==> src/rtl/user_core_mux_wrapper.sv <==
// Multi-core user-area top: Wishbone register bank plus a guarded GPIO mux that drains pads before a core switch.
// Optional feature macro: USER_MUX_IRQ_EN (one-cycle user_irq[0] pulse on switch completion).
module user_core_mux_wrapper #(
    parameter int          NUM_CORES     = 2,
    parameter int          IO_W          = 38,
    parameter logic [31:0] BASE_ADR      = 32'h3000_0000,
    parameter logic [7:0]  GUARD_DEFAULT = 8'd4,
    parameter logic [31:0] CORE_ID       = 32'h534F_4E02
) (
    input  logic                      wb_clk_i,
    input  logic                      wb_rst_ni,
    input  logic                      wbs_cyc_i,
    input  logic                      wbs_stb_i,
    input  logic                      wbs_we_i,
    input  logic [3:0]                wbs_sel_i,
    input  logic [31:0]               wbs_adr_i,
    input  logic [31:0]               wbs_dat_i,
    output logic [31:0]               wbs_dat_o,
    output logic                      wbs_ack_o,
    input  logic [NUM_CORES*IO_W-1:0] core_io_out,
    input  logic [NUM_CORES*IO_W-1:0] core_io_oeb,
    output logic [NUM_CORES-1:0]      core_rst_no,
    output logic [IO_W-1:0]           io_out,
    output logic [IO_W-1:0]           io_oeb,
    output logic [2:0]                user_irq
);

    typedef enum logic [1:0] {
        ST_ACTIVE = 2'd0,
        ST_DRAIN  = 2'd1,
        ST_SWITCH = 2'd2
    } state_t;

    localparam logic [7:0] NC8 = 8'(NUM_CORES);

    state_t      state_r, state_nxt_s;
    logic [7:0]  cnt_r, cur_r, req_r, guard_r;
    logic        done_r, err_r, ack_r;
    logic [31:0] dat_r, rdata_s;
    logic        hit_s, acc_s, wr_s, rd_s, ctrl_wr_s, status_wr_s, guard_wr_s, busy_s;
    logic        start_s, err_set_s;
    logic [7:0]  start_req_s;
    logic        unused_s;

    assign hit_s       = (wbs_adr_i[31:4] == BASE_ADR[31:4]);
    assign acc_s       = wbs_cyc_i & wbs_stb_i & ~ack_r & hit_s;
    assign wr_s        = acc_s & wbs_we_i;
    assign rd_s        = acc_s & ~wbs_we_i;
    assign ctrl_wr_s   = wr_s & (wbs_adr_i[3:2] == 2'd0);
    assign status_wr_s = wr_s & (wbs_adr_i[3:2] == 2'd1);
    assign guard_wr_s  = wr_s & (wbs_adr_i[3:2] == 2'd2) & wbs_sel_i[0];
    assign busy_s      = (state_r != ST_ACTIVE);
    assign unused_s    = ^{wbs_adr_i[1:0], wbs_dat_i[30:11], wbs_dat_i[8], wbs_sel_i[2]};

    // Decode a CTRL write into switch start, target select or error
    always_comb begin
        start_s     = 1'b0;
        start_req_s = cur_r;
        err_set_s   = 1'b0;
        if (ctrl_wr_s) begin
            if (busy_s) begin
                err_set_s = 1'b1;
            end else if (wbs_sel_i[3] && wbs_dat_i[31]) begin
                start_s = 1'b1;   // soft reset: drain and re-release the same core
            end else if (wbs_sel_i[0]) begin
                if (wbs_dat_i[7:0] >= NC8) begin
                    err_set_s = 1'b1;
                end else if (wbs_dat_i[7:0] != cur_r) begin
                    start_s     = 1'b1;
                    start_req_s = wbs_dat_i[7:0];
                end else begin
                    start_s = 1'b0;
                end
            end else begin
                start_s = 1'b0;
            end
        end else begin
            start_s = 1'b0;
        end
    end

    // Switch sequencer state register
    always_ff @(posedge wb_clk_i or negedge wb_rst_ni) begin
        if (!wb_rst_ni) state_r <= ST_DRAIN;
        else            state_r <= state_nxt_s;
    end

    // Switch sequencer next-state
    always_comb begin
        state_nxt_s = state_r;
        case (state_r)
            ST_ACTIVE: state_nxt_s = start_s ? ST_DRAIN : ST_ACTIVE;
            ST_DRAIN:  state_nxt_s = (cnt_r == 8'd0) ? ST_SWITCH : ST_DRAIN;
            ST_SWITCH: state_nxt_s = ST_ACTIVE;
            default:   state_nxt_s = ST_DRAIN;
        endcase
    end

    // Register bank, drain counter and Wishbone response
    always_ff @(posedge wb_clk_i or negedge wb_rst_ni) begin
        if (!wb_rst_ni) begin
            cnt_r   <= GUARD_DEFAULT;
            cur_r   <= 8'd0;
            req_r   <= 8'd0;
            guard_r <= GUARD_DEFAULT;
            done_r  <= 1'b0;
            err_r   <= 1'b0;
            ack_r   <= 1'b0;
            dat_r   <= 32'd0;
        end else begin
            ack_r <= acc_s;
            dat_r <= rd_s ? rdata_s : 32'd0;
            if (start_s) begin
                cnt_r <= guard_r;
                req_r <= start_req_s;
            end else if (state_r == ST_DRAIN && cnt_r != 8'd0) begin
                cnt_r <= cnt_r - 8'd1;
            end
            if (state_r == ST_SWITCH) cur_r <= req_r;
            if (guard_wr_s) guard_r <= wbs_dat_i[7:0];
            // A completing switch outranks a simultaneous W1C of done
            if (state_r == ST_SWITCH)                                 done_r <= 1'b1;
            else if (status_wr_s && wbs_sel_i[1] && wbs_dat_i[9])     done_r <= 1'b0;
            if (err_set_s)                                            err_r  <= 1'b1;
            else if (status_wr_s && wbs_sel_i[1] && wbs_dat_i[10])    err_r  <= 1'b0;
        end
    end

    // Read-data mux
    always_comb begin
        rdata_s = 32'd0;
        case (wbs_adr_i[3:2])
            2'd0:    rdata_s = {24'd0, req_r};
            2'd1:    rdata_s = {21'd0, err_r, done_r, busy_s, cur_r};
            2'd2:    rdata_s = {24'd0, guard_r};
            2'd3:    rdata_s = CORE_ID;
            default: rdata_s = 32'd0;
        endcase
    end

    // Pad mux: only the active core reaches the pads and leaves reset
    always_comb begin
        io_out      = {IO_W{1'b0}};
        io_oeb      = {IO_W{1'b1}};
        core_rst_no = {NUM_CORES{1'b0}};
        if (state_r == ST_ACTIVE) begin
            for (int k = 0; k < NUM_CORES; k++) begin
                if (cur_r == 8'(k)) begin
                    io_out         = core_io_out[k*IO_W +: IO_W];
                    io_oeb         = core_io_oeb[k*IO_W +: IO_W];
                    core_rst_no[k] = 1'b1;
                end else begin
                    core_rst_no[k] = 1'b0;
                end
            end
        end else begin
            core_rst_no = {NUM_CORES{1'b0}};
        end
    end

    assign wbs_ack_o = ack_r;
    assign wbs_dat_o = dat_r;

`ifdef USER_MUX_IRQ_EN
    logic irq_r;

    // Completion pulse in the first cycle after SWITCH
    always_ff @(posedge wb_clk_i or negedge wb_rst_ni) begin
        if (!wb_rst_ni) irq_r <= 1'b0;
        else            irq_r <= (state_r == ST_SWITCH);
    end

    assign user_irq = {2'b00, irq_r};
`else
    assign user_irq = 3'b000;
`endif

endmodule
==> config.mk <==
export PLATFORM = sky130hd
export DESIGN_NAME = user_core_mux_wrapper
export DESIGN_NICKNAME = d
export VERILOG_FILES = /design/src/rtl/user_core_mux_wrapper.sv
export SDC_FILE = /design/constraint.sdc
export NUM_CORES = 1
export LEC_CHECK = 0
export ABC_AREA = 1
export BUFFER_PORTS_ARGS = -buffer_cell sky130_fd_sc_hd__buf_2
export CAP_MARGIN = 20
export CORE_AREA = 2 2 132 134
export CTS_CLUSTER_DIAMETER = 30
export DETAILED_ROUTE_END_ITERATION = 16
export DIE_AREA = 0 0 134 136
export PLACE_DENSITY = 0.48
export SYNTH_ARGS = -nofsm -noshare
export SYNTH_HDL_FRONTEND = slang
export SYNTH_SLANG_ARGS = --single-unit
==> constraint.sdc <==
create_clock -name wb_clk_i -period 2.17 [get_ports wb_clk_i]
set_input_delay 0.3255 -clock wb_clk_i [delete_from_list [all_inputs] [get_ports wb_clk_i]]
set_output_delay 0.3255 -clock wb_clk_i [all_outputs]
set_load 0.05 [all_outputs]
# After elaboration in Yosys (flattened, before gate mapping)
# Index checks and enable logic that the tools add are counted.
# op_classes
n_addsub	1
magnitude_cmp	1
eq_ne	8
n_mux	37
bitwise_logic	11
reduce_logical	14
# op_table
op	count
38-bit two-way mux	6
32-bit one-hot mux with 4 select lines	1
8-bit two-way mux	8
32-bit two-way mux	1
28-bit by 26-bit == test with 1-bit output (second input constant)	1
1-bit two-way mux	18
8-bit zero test	2
1-bit AND	9
8-bit by 1-bit == test with 1-bit output (second input constant)	1
8-bit by 2-bit greater-or-equal comparator with 1-bit output (second input constant)	1
8-bit != test	1
2-bit nonzero test	4
8-bit nonzero test	1
8-bit by 1-bit subtractor with 8-bit output (second input constant)	1
2-bit == test (second input constant)	3
2-bit one-hot mux with 3 select lines	1
1-bit logical AND	5
2-bit by 1-bit == test with 1-bit output (second input constant)	2
2-bit zero test	2
2-bit two-way mux	2
1-bit inverter	2
# word_totals
register_bits	69
word_cells	81

# Logic depth before layout (Yosys ltp)
# Gate-level depths: netlist of the first run.
# logic_depth
ltp_word	9
depth_mapped	12
depth_no_buf	12

# Worst setup path after synthesis of the first run
# No wires, ideal clock.
# synth_path
path_kind	reg-to-output
startpoint	reg cur_r[2]
endpoint	out io_out[28]
arrival_ps	1737
required_time_ps	1845
path_slack_ps	108
path_stages_with_launch	8
cell_sequence	dfrtp_1 > nor2_1 > inv_1 > nor4_2 > nand2_1 > inv_2 > buf_2 > a22o_1
# synth_via
elab_chain_cells	4
# synth_rtl
element	line	text
start, declared	37	logic [7:0] cnt_r, cur_r, req_r, guard_r;
start signal, assigned	119	if (state_r == ST_SWITCH) cur_r <= req_r;
8-bit zero test	148	if (cur_r == 8'(k)) begin
38-bit two-way mux	148	
38-bit two-way mux *	148	
38-bit two-way mux *	146	if (state_r == ST_ACTIVE) begin
end, declared	23	output logic [IO_W-1:0] io_out,
# Mark *: on every way between the ends. The rest lies on a longest branch, timed or not.

# Worst setup path in the final report of the first run
# layout_path
startpoint	reg cur_r[2]
endpoint	out io_oeb[30]
# layout_via
elab_chain_cells	4
# layout_rtl
element	line	text
8-bit zero test	148	
38-bit two-way mux	148	
38-bit two-way mux *	148	
38-bit two-way mux *	146	
end, declared	24	output logic [IO_W-1:0] io_oeb,
# Marks and branches as above.

==> metrics, run 1 <==
final RePlAce weighted congestion 0.8235; antenna violations before repair 6; Period minus WS final 2.264 ns; Mapped Cells 504; Cell Area, Placed 5436 sq um; wire per inst 17.88 um; Internal 1507 uW; Root Driver clkbuf_16; vias in the first global route 4271; # IOs 339; Yosys top cell area share 31.15%; outcome complete, but fails checks; HP Class input port to asynchronous set/reset pin; commonest non-fill, non-tap cell in the layout buf_2; most frequent cells in the layout 224 x buf_2, 88 x nand2_1, 68 x buf_6; Max IR drop VDD 0.2988 mV; Worst path max stage delay 0.38 ns; CTS Hold Bufs 0; switch share 27.98%; CP most frequent cell buf_6; Synth Warn # 0; first-pass GRT wire length 25.22 mm; via/cell ratio 4.409; drt pass-1 iters 4; final setup violation count 55; Critical Path End Type output port; core area 16880 sq um; Leak 0.003216 uW; Crit-path slowest cell dfrtp_1; post-route setup slack -0.09361 ns; post-synthesis sequential area ratio 33.29%; layout cells sized above 1 52.03%; # rows 48; clk slew on worst S/H paths 0.07 ns; Synth Area in Adders 0.3386%; Required @ worst endpoint 1.84 ns; CTS tree built; DRT Wirelength 18.59 mm; Starting Density 21.89%; leading area contributor after synthesis dfrtp_1; RSZ-0062 raised after global routing yes; Reg power frac 43.6%; Rel. slew slack 54.98%; CP top delay family buffers and inverters; Post-DRT Antenna Nets 0; largest net degree at the start of global routing 50; CTS buffer count 5; Final Instance Area 6480 sq um; total track usage 18.43%; Max Fanout on Critical Path 10; Worst Path Class, Setup flip-flop to output port; die extent in y 136 um; IO Port Bufs 301; clock group share of total power 39.3%; 1st-iter DRT viols 171; Synth Area in Simple Gates 24.92%; Least-Margin Pin Slew 0.6753 ns; largest family of logic cells by synthesized area simple AND/OR/NAND/NOR gates; startpoint types flip-flop; clock latency on the worst-skew pair 0.30 ns; grt total ovfl 0; number of remaining DRC errors 0; CP cell instances nor2_1, inv_2, nor4_4, nand2_4, buf_6, buf_16, o22ai_1, inv_1, buf_6; synthesized cell area 3695 sq um; # Max-Cap Violations 0; post-route insts no fill 1040; Buf/Inv on CP 5; Min Hold Slack 0.1339 ns; Achievable Freq 441.8 MHz; htree depth 2; Yosys reg bits 49; P_sw 585.3 uW; fin nets 1036; Post-Syn Area per Cell 7.331 sq um; Distinct cells, synth 40; DP HPWL 14.79 mm; failing checks setup timing; Arr. time, crit path 1.94 ns; CTS Buffer Depth 2; PD cells 322.8 nW/um^2; complex-gate fraction of the synthesized area 21.30%; Logic pwr share 17.1%; Area contributors post-synth dfrtp_1 31%, nand2_1 9.2%, a22o_1 9.0%; Power, Total 2092 uW; FILL cells 1827; mux cell area share after synthesis 1.524%; CTS sink cnt 49; skew final 0.007086 ns; die area 18220 sq um; via count 4585; Fin. Hold Viols 0; Max Slew Vio Count 0; Die X 134 um; period utilization 104.3%; placed cells 1019; area added between synthesis and finish 75.38%; xor/xnor share of the synthesized area 2.608%; setup TNS -2.501 ns
[synthesized netlist by cell type]
cell,n
nand2_1,91
inv_1,68
nor2_1,64
dfrtp_1,46
a22o_1,38
o22ai_1,38
buf_4,26
nand3_1,26
buf_2,14
o21ai_0,10
xnor2_1,9
inv_2,7
a31oi_1,6
mux2_2,5
nand3_2,5
o21ai_1,5
o21ai_2,5
a21oi_1,4
nor3_1,4
buf_6,3
dfstp_2,3
nand4_1,3
nor2_2,3
clkbuf_1,2
nand2_2,2
nor3_2,2
xor2_1,2
a21oi_4,1
a221oi_1,1
conb_1,1
ha_1,1
nand3b_1,1
nand4_2,1
nor2_4,1
nor3b_2,1
nor4_1,1
nor4_2,1
o211ai_1,1
o31ai_1,1
or2_2,1
[kinds of logic (layout without fill, tap and decap cells)]
group                      count (synthesis)  count (layout)
muxes                                      5               5
buffers and inverters                    120             415
xor gates and xnor gates                  11              11
adders and majority gates                  1               1
AOI/OAI and AO/OA                        110             110
and+or+nand+nor                          207             207
DFF                                       49              49
other                                      1              17
[power by group through the flow]
stage	clock network, uW	registers, uW	logic, uW
6_report	822	913	357
5_1_grt	864	912	388
4_1_cts	829	913	346
3_5_place_dp	0	930	339
3_3_place_gp	0	930	339
2_1_floorplan	0	931	120
[path summary, 6_finish.rpt]
kind | depth (start not counted) | endpoint | slack, ns | startpoint
min in group wb_clk_i | 2 | wbs_dat_o[8]$_DFF_PN0_ | 0.26 | wbs_adr_i[3]
setup reg to reg | 11 | cnt_r[0]$_DFFE_PN0P_ | 0.32 | cur_r[7]$_DFFE_PN0P_
hold reg to reg | 2 | guard_r[2]$_DFFE_PN1P_ | 0.50 | guard_r[2]$_DFFE_PN1P_
max in group asynchronous | 2 | wbs_ack_o$_DFF_PN0_ | 1.58 | wb_rst_ni
hold / removal | 2 | cnt_r[5]$_DFFE_PN0P_ | 0.13 | wb_rst_ni
setup / recovery | 9 | io_oeb[30] | -0.09 | cur_r[2]$_DFFE_PN0P_
[through the flow]
stage                     setup WS (ns)  utilization [%]
after floorplan                  0.1076                -
after global placement          0.06084            32.21
after detailed placement        0.06294            32.21
after CTS                       -0.1085            36.69
after global routing            -0.1628            38.34
final                          -0.09361            38.40
[worst reg2reg max path, stage by stage, from the launching register on]
cell	delay [ns]
dfrtp_1	0.38
buf_4	0.15
xnor2_1	0.15
nand2_1	0.08
nor2_1	0.11
nand2_1	0.08
nand2_2	0.11
nand2_1	0.10
nand2_2	0.33
o21ai_1	0.13
nand2_1	0.08
inv_1	0.04
[layer usage]
metal	vias up	share of wire (%)	track usage (%)	routed length [um]
met3	20	5.6	3.542	1050
met4	4	1.8	4.374	335
met2	150	50	32.05	9338
li1	2268	-	-	-
met1	2143	42	23.57	7842
met5	-	0.13	0	24
[registers in the layout, indices dropped and copies added, names as in the netlist]
name / count
wbs_dat_o: 12
cnt_r: 8
cur_r: 8
guard_r: 8
req_r: 8
state_r: 2
done_r: 1
err_r: 1
wbs_ack_o: 1
[final cells by class]
type                            count  area, sq um  share of cell area [%]
Antenna cell                        4        10.01                  0.1545
Clock buffer                        5        125.1                   1.931
Inverter                           75        289.0                   4.460
Timing Repair Buffer              332         2345                   36.18
Tap cell                          225        281.5                   4.344
Sequential cell                    49         1230                   18.98
Clock inverter                      3        26.28                  0.4055
Multi-Input combinational cell    347         2173                   33.54
[timing repair]
action | 4_1_cts | 5_1_grt
resized for setup | 166 | 49
gates cloned | 2 | 3
pin swaps | 6 | 3
setup buffers | 2 | 2
setup endpoints to repair | 77 | 77
(Power assumes the default switching activity.)
==> run 2, diff against run 1 <==
--- a/config.mk
+++ b/config.mk
@@ -13,6 +13,7 @@
 export DETAILED_ROUTE_END_ITERATION = 16
 export DIE_AREA = 0 0 134 136
 export PLACE_DENSITY = 0.48
+export RECOVER_POWER = 25
 export SYNTH_ARGS = -nofsm -noshare
 export SYNTH_HDL_FRONTEND = slang
 export SYNTH_SLANG_ARGS = --single-unit
==> metrics, run 2 (same netlist as run 1, synthesis figures left out) <==
outcome complete, but fails checks (unchanged); failing checks setup timing (unchanged); CTS tree built (unchanged); post-route setup slack -0.09361 ns (about the same); Arr. time, crit path 1.94 ns (about the same); number of remaining DRC errors 0 (unchanged); Leak 0.003215 uW (was 0.003216 uW); Max Slew Vio Count 0 (unchanged); DRT Wirelength 18.59 mm (unchanged); antenna violations before repair 6 (unchanged); area added between synthesis and finish 75.31% (was 75.38%); CTS sink cnt 49 (unchanged); commonest non-fill, non-tap cell in the layout buf_2 (unchanged); setup TNS -2.501 ns (about the same); wire per inst 17.88 um (unchanged); final RePlAce weighted congestion 0.8235 (unchanged); Fin. Hold Viols 0 (unchanged); period utilization 104.3% (about the same); HP Class input port to flip-flop (was input port to asynchronous set/reset pin); final design utilization 38.38% (was 38.40%); CTS buffer count 5 (unchanged); # rows 48 (unchanged); Die X 134 um (unchanged); Rel. slew slack 12.62% (was 54.98%); first-pass GRT wire length 25.22 mm (unchanged); largest net degree at the start of global routing 50 (unchanged); layout cells sized above 1 52.03% (unchanged); placed cells 1019 (unchanged); Cell Area, Placed 5436 sq um (unchanged); Post-DRT Antenna Nets 0 (unchanged); htree depth 2 (unchanged); RSZ-0062 raised after global routing yes (unchanged); Critical Path End Type output port (unchanged); Required @ worst endpoint 1.84 ns (about the same); vias in the first global route 4271 (unchanged); clock latency on the worst-skew pair 0.30 ns (about the same); fin nets 1036 (unchanged); Max IR drop VDD 0.2988 mV (about the same); Least-Margin Pin Slew 1.311 ns (was 0.6753 ns); drt pass-1 iters 4 (unchanged); clk slew on worst S/H paths 0.07 ns (about the same); IO Port Bufs 301 (unchanged); # IOs 339 (unchanged); Achievable Freq 441.8 MHz (unchanged); most frequent cells in the layout 224 x buf_2, 88 x nand2_1, 68 x buf_6 (unchanged); Starting Density 21.89% (unchanged); 1st-iter DRT viols 171 (unchanged); final setup violation count 55 (unchanged); Worst Path Class, Setup flip-flop to output port (unchanged); DP HPWL 14.79 mm (unchanged); CTS Buffer Depth 2 (unchanged); grt total ovfl 0 (unchanged); die area 18220 sq um (unchanged); FILL cells 1828 (was 1827); via count 4585 (unchanged); skew final 0.007086 ns (about the same); post-route insts no fill 1040 (unchanged); Max Fanout on Critical Path 10 (unchanged); PD cells 322.9 nW/um^2 (was 322.8 nW/um^2); max FFs per register 12 (unchanged); total track usage 18.43% (unchanged); pre-CTS WS 0.06294 ns (unchanged); Root Driver clkbuf_16 (unchanged); core area 16880 sq um (unchanged); Final Instance Area 6477 sq um (was 6480 sq um); via/cell ratio 4.409 (unchanged); # Max-Cap Violations 0 (unchanged); die extent in y 136 um (unchanged); startpoint types flip-flop (unchanged); Period minus WS final 2.264 ns (about the same)
## run 2: cell types whose count changed in the layout (fill, tap and decap cells not counted), sizes merged
cell    previous run  this run
buf              329       328
clkbuf             8         9
## run 2: final timing paths
kind | cells past startpoint | from | end | slack (ns)
max in group asynchronous | 2 | wb_rst_ni | wbs_ack_o$_DFF_PN0_ | 0.99
min in group asynchronous | 2 | wb_rst_ni | cnt_r[5]$_DFFE_PN0P_ | 0.38
worst max register to register | 11 | cur_r[7]$_DFFE_PN0P_ | cnt_r[0]$_DFFE_PN0P_ | 0.32
worst max-delay path | 9 | cur_r[2]$_DFFE_PN0P_ | io_oeb[30] | -0.09
worst min register to register | 2 | guard_r[2]$_DFFE_PN1P_ | guard_r[2]$_DFFE_PN1P_ | 0.50
worst min-delay path | 2 | wbs_adr_i[3] | wbs_dat_o[8]$_DFF_PN0_ | 0.26
## run 2: where the power goes
| part | switching [uW] | internal, uW |
|---|---|---|
| Sequential | 0.00000122 | 913 |
| Combinational | 199 | 157 |
| Clock | 386 | 436 |
| Total | 585 | 1510 |
## run 2: metrics by stage
step	hold WS [ns]	power, uW
6_report	0.2570	2091
5_1_grt	0.2697	2164
4_1_cts	0.1677	2088
3_5_place_dp	0.4848	1270
3_3_place_gp	0.4870	1270
2_1_floorplan	0.02991	1051
## run 2: final cells by class
cell class | count | area (sq um) | share of cell area (%)
clock inverters | 3 | 26.28 | 0.4056
flip-flops and latches | 49 | 1230 | 18.99
clock buffers | 5 | 125.1 | 1.932
inverters | 75 | 289.0 | 4.462
diodes | 4 | 10.01 | 0.1545
repair buffers | 332 | 2342 | 36.16
well taps | 225 | 281.5 | 4.346
multi-input cells | 347 | 2173 | 33.55
## run 2: what timing repair did
| item | in CTS | in global routing |
|---|---|---|
| pin swaps | 6 | 3 |
| endpoints found under the setup margin | 77 | 77 |
| buffers inserted | 2 | 2 |
| cloned | 2 | 3 |
| gates resized for setup | 166 | 49 |
| hold buffers | 0 | 0 |
## run 2: worst max-delay path, cell delays in order, from the launching register on
cell,delay [ns]
dfrtp_1,0.38
nor2_1,0.13
inv_2,0.08
nor4_4,0.27
nand2_4,0.12
buf_6,0.16
buf_16,0.15
o22ai_1,0.12
inv_1,0.08
buf_6,0.15
## run 2: layer usage
metal | vias to the layer above | GRT usage (%) | share of wire (%)
li1 | 2268 | - | -
met1 | 2143 | 23.57 | 42
met2 | 150 | 32.05 | 50
met3 | 20 | 3.542 | 5.6
met4 | 4 | 4.374 | 1.8
met5 | - | 0 | 0.13
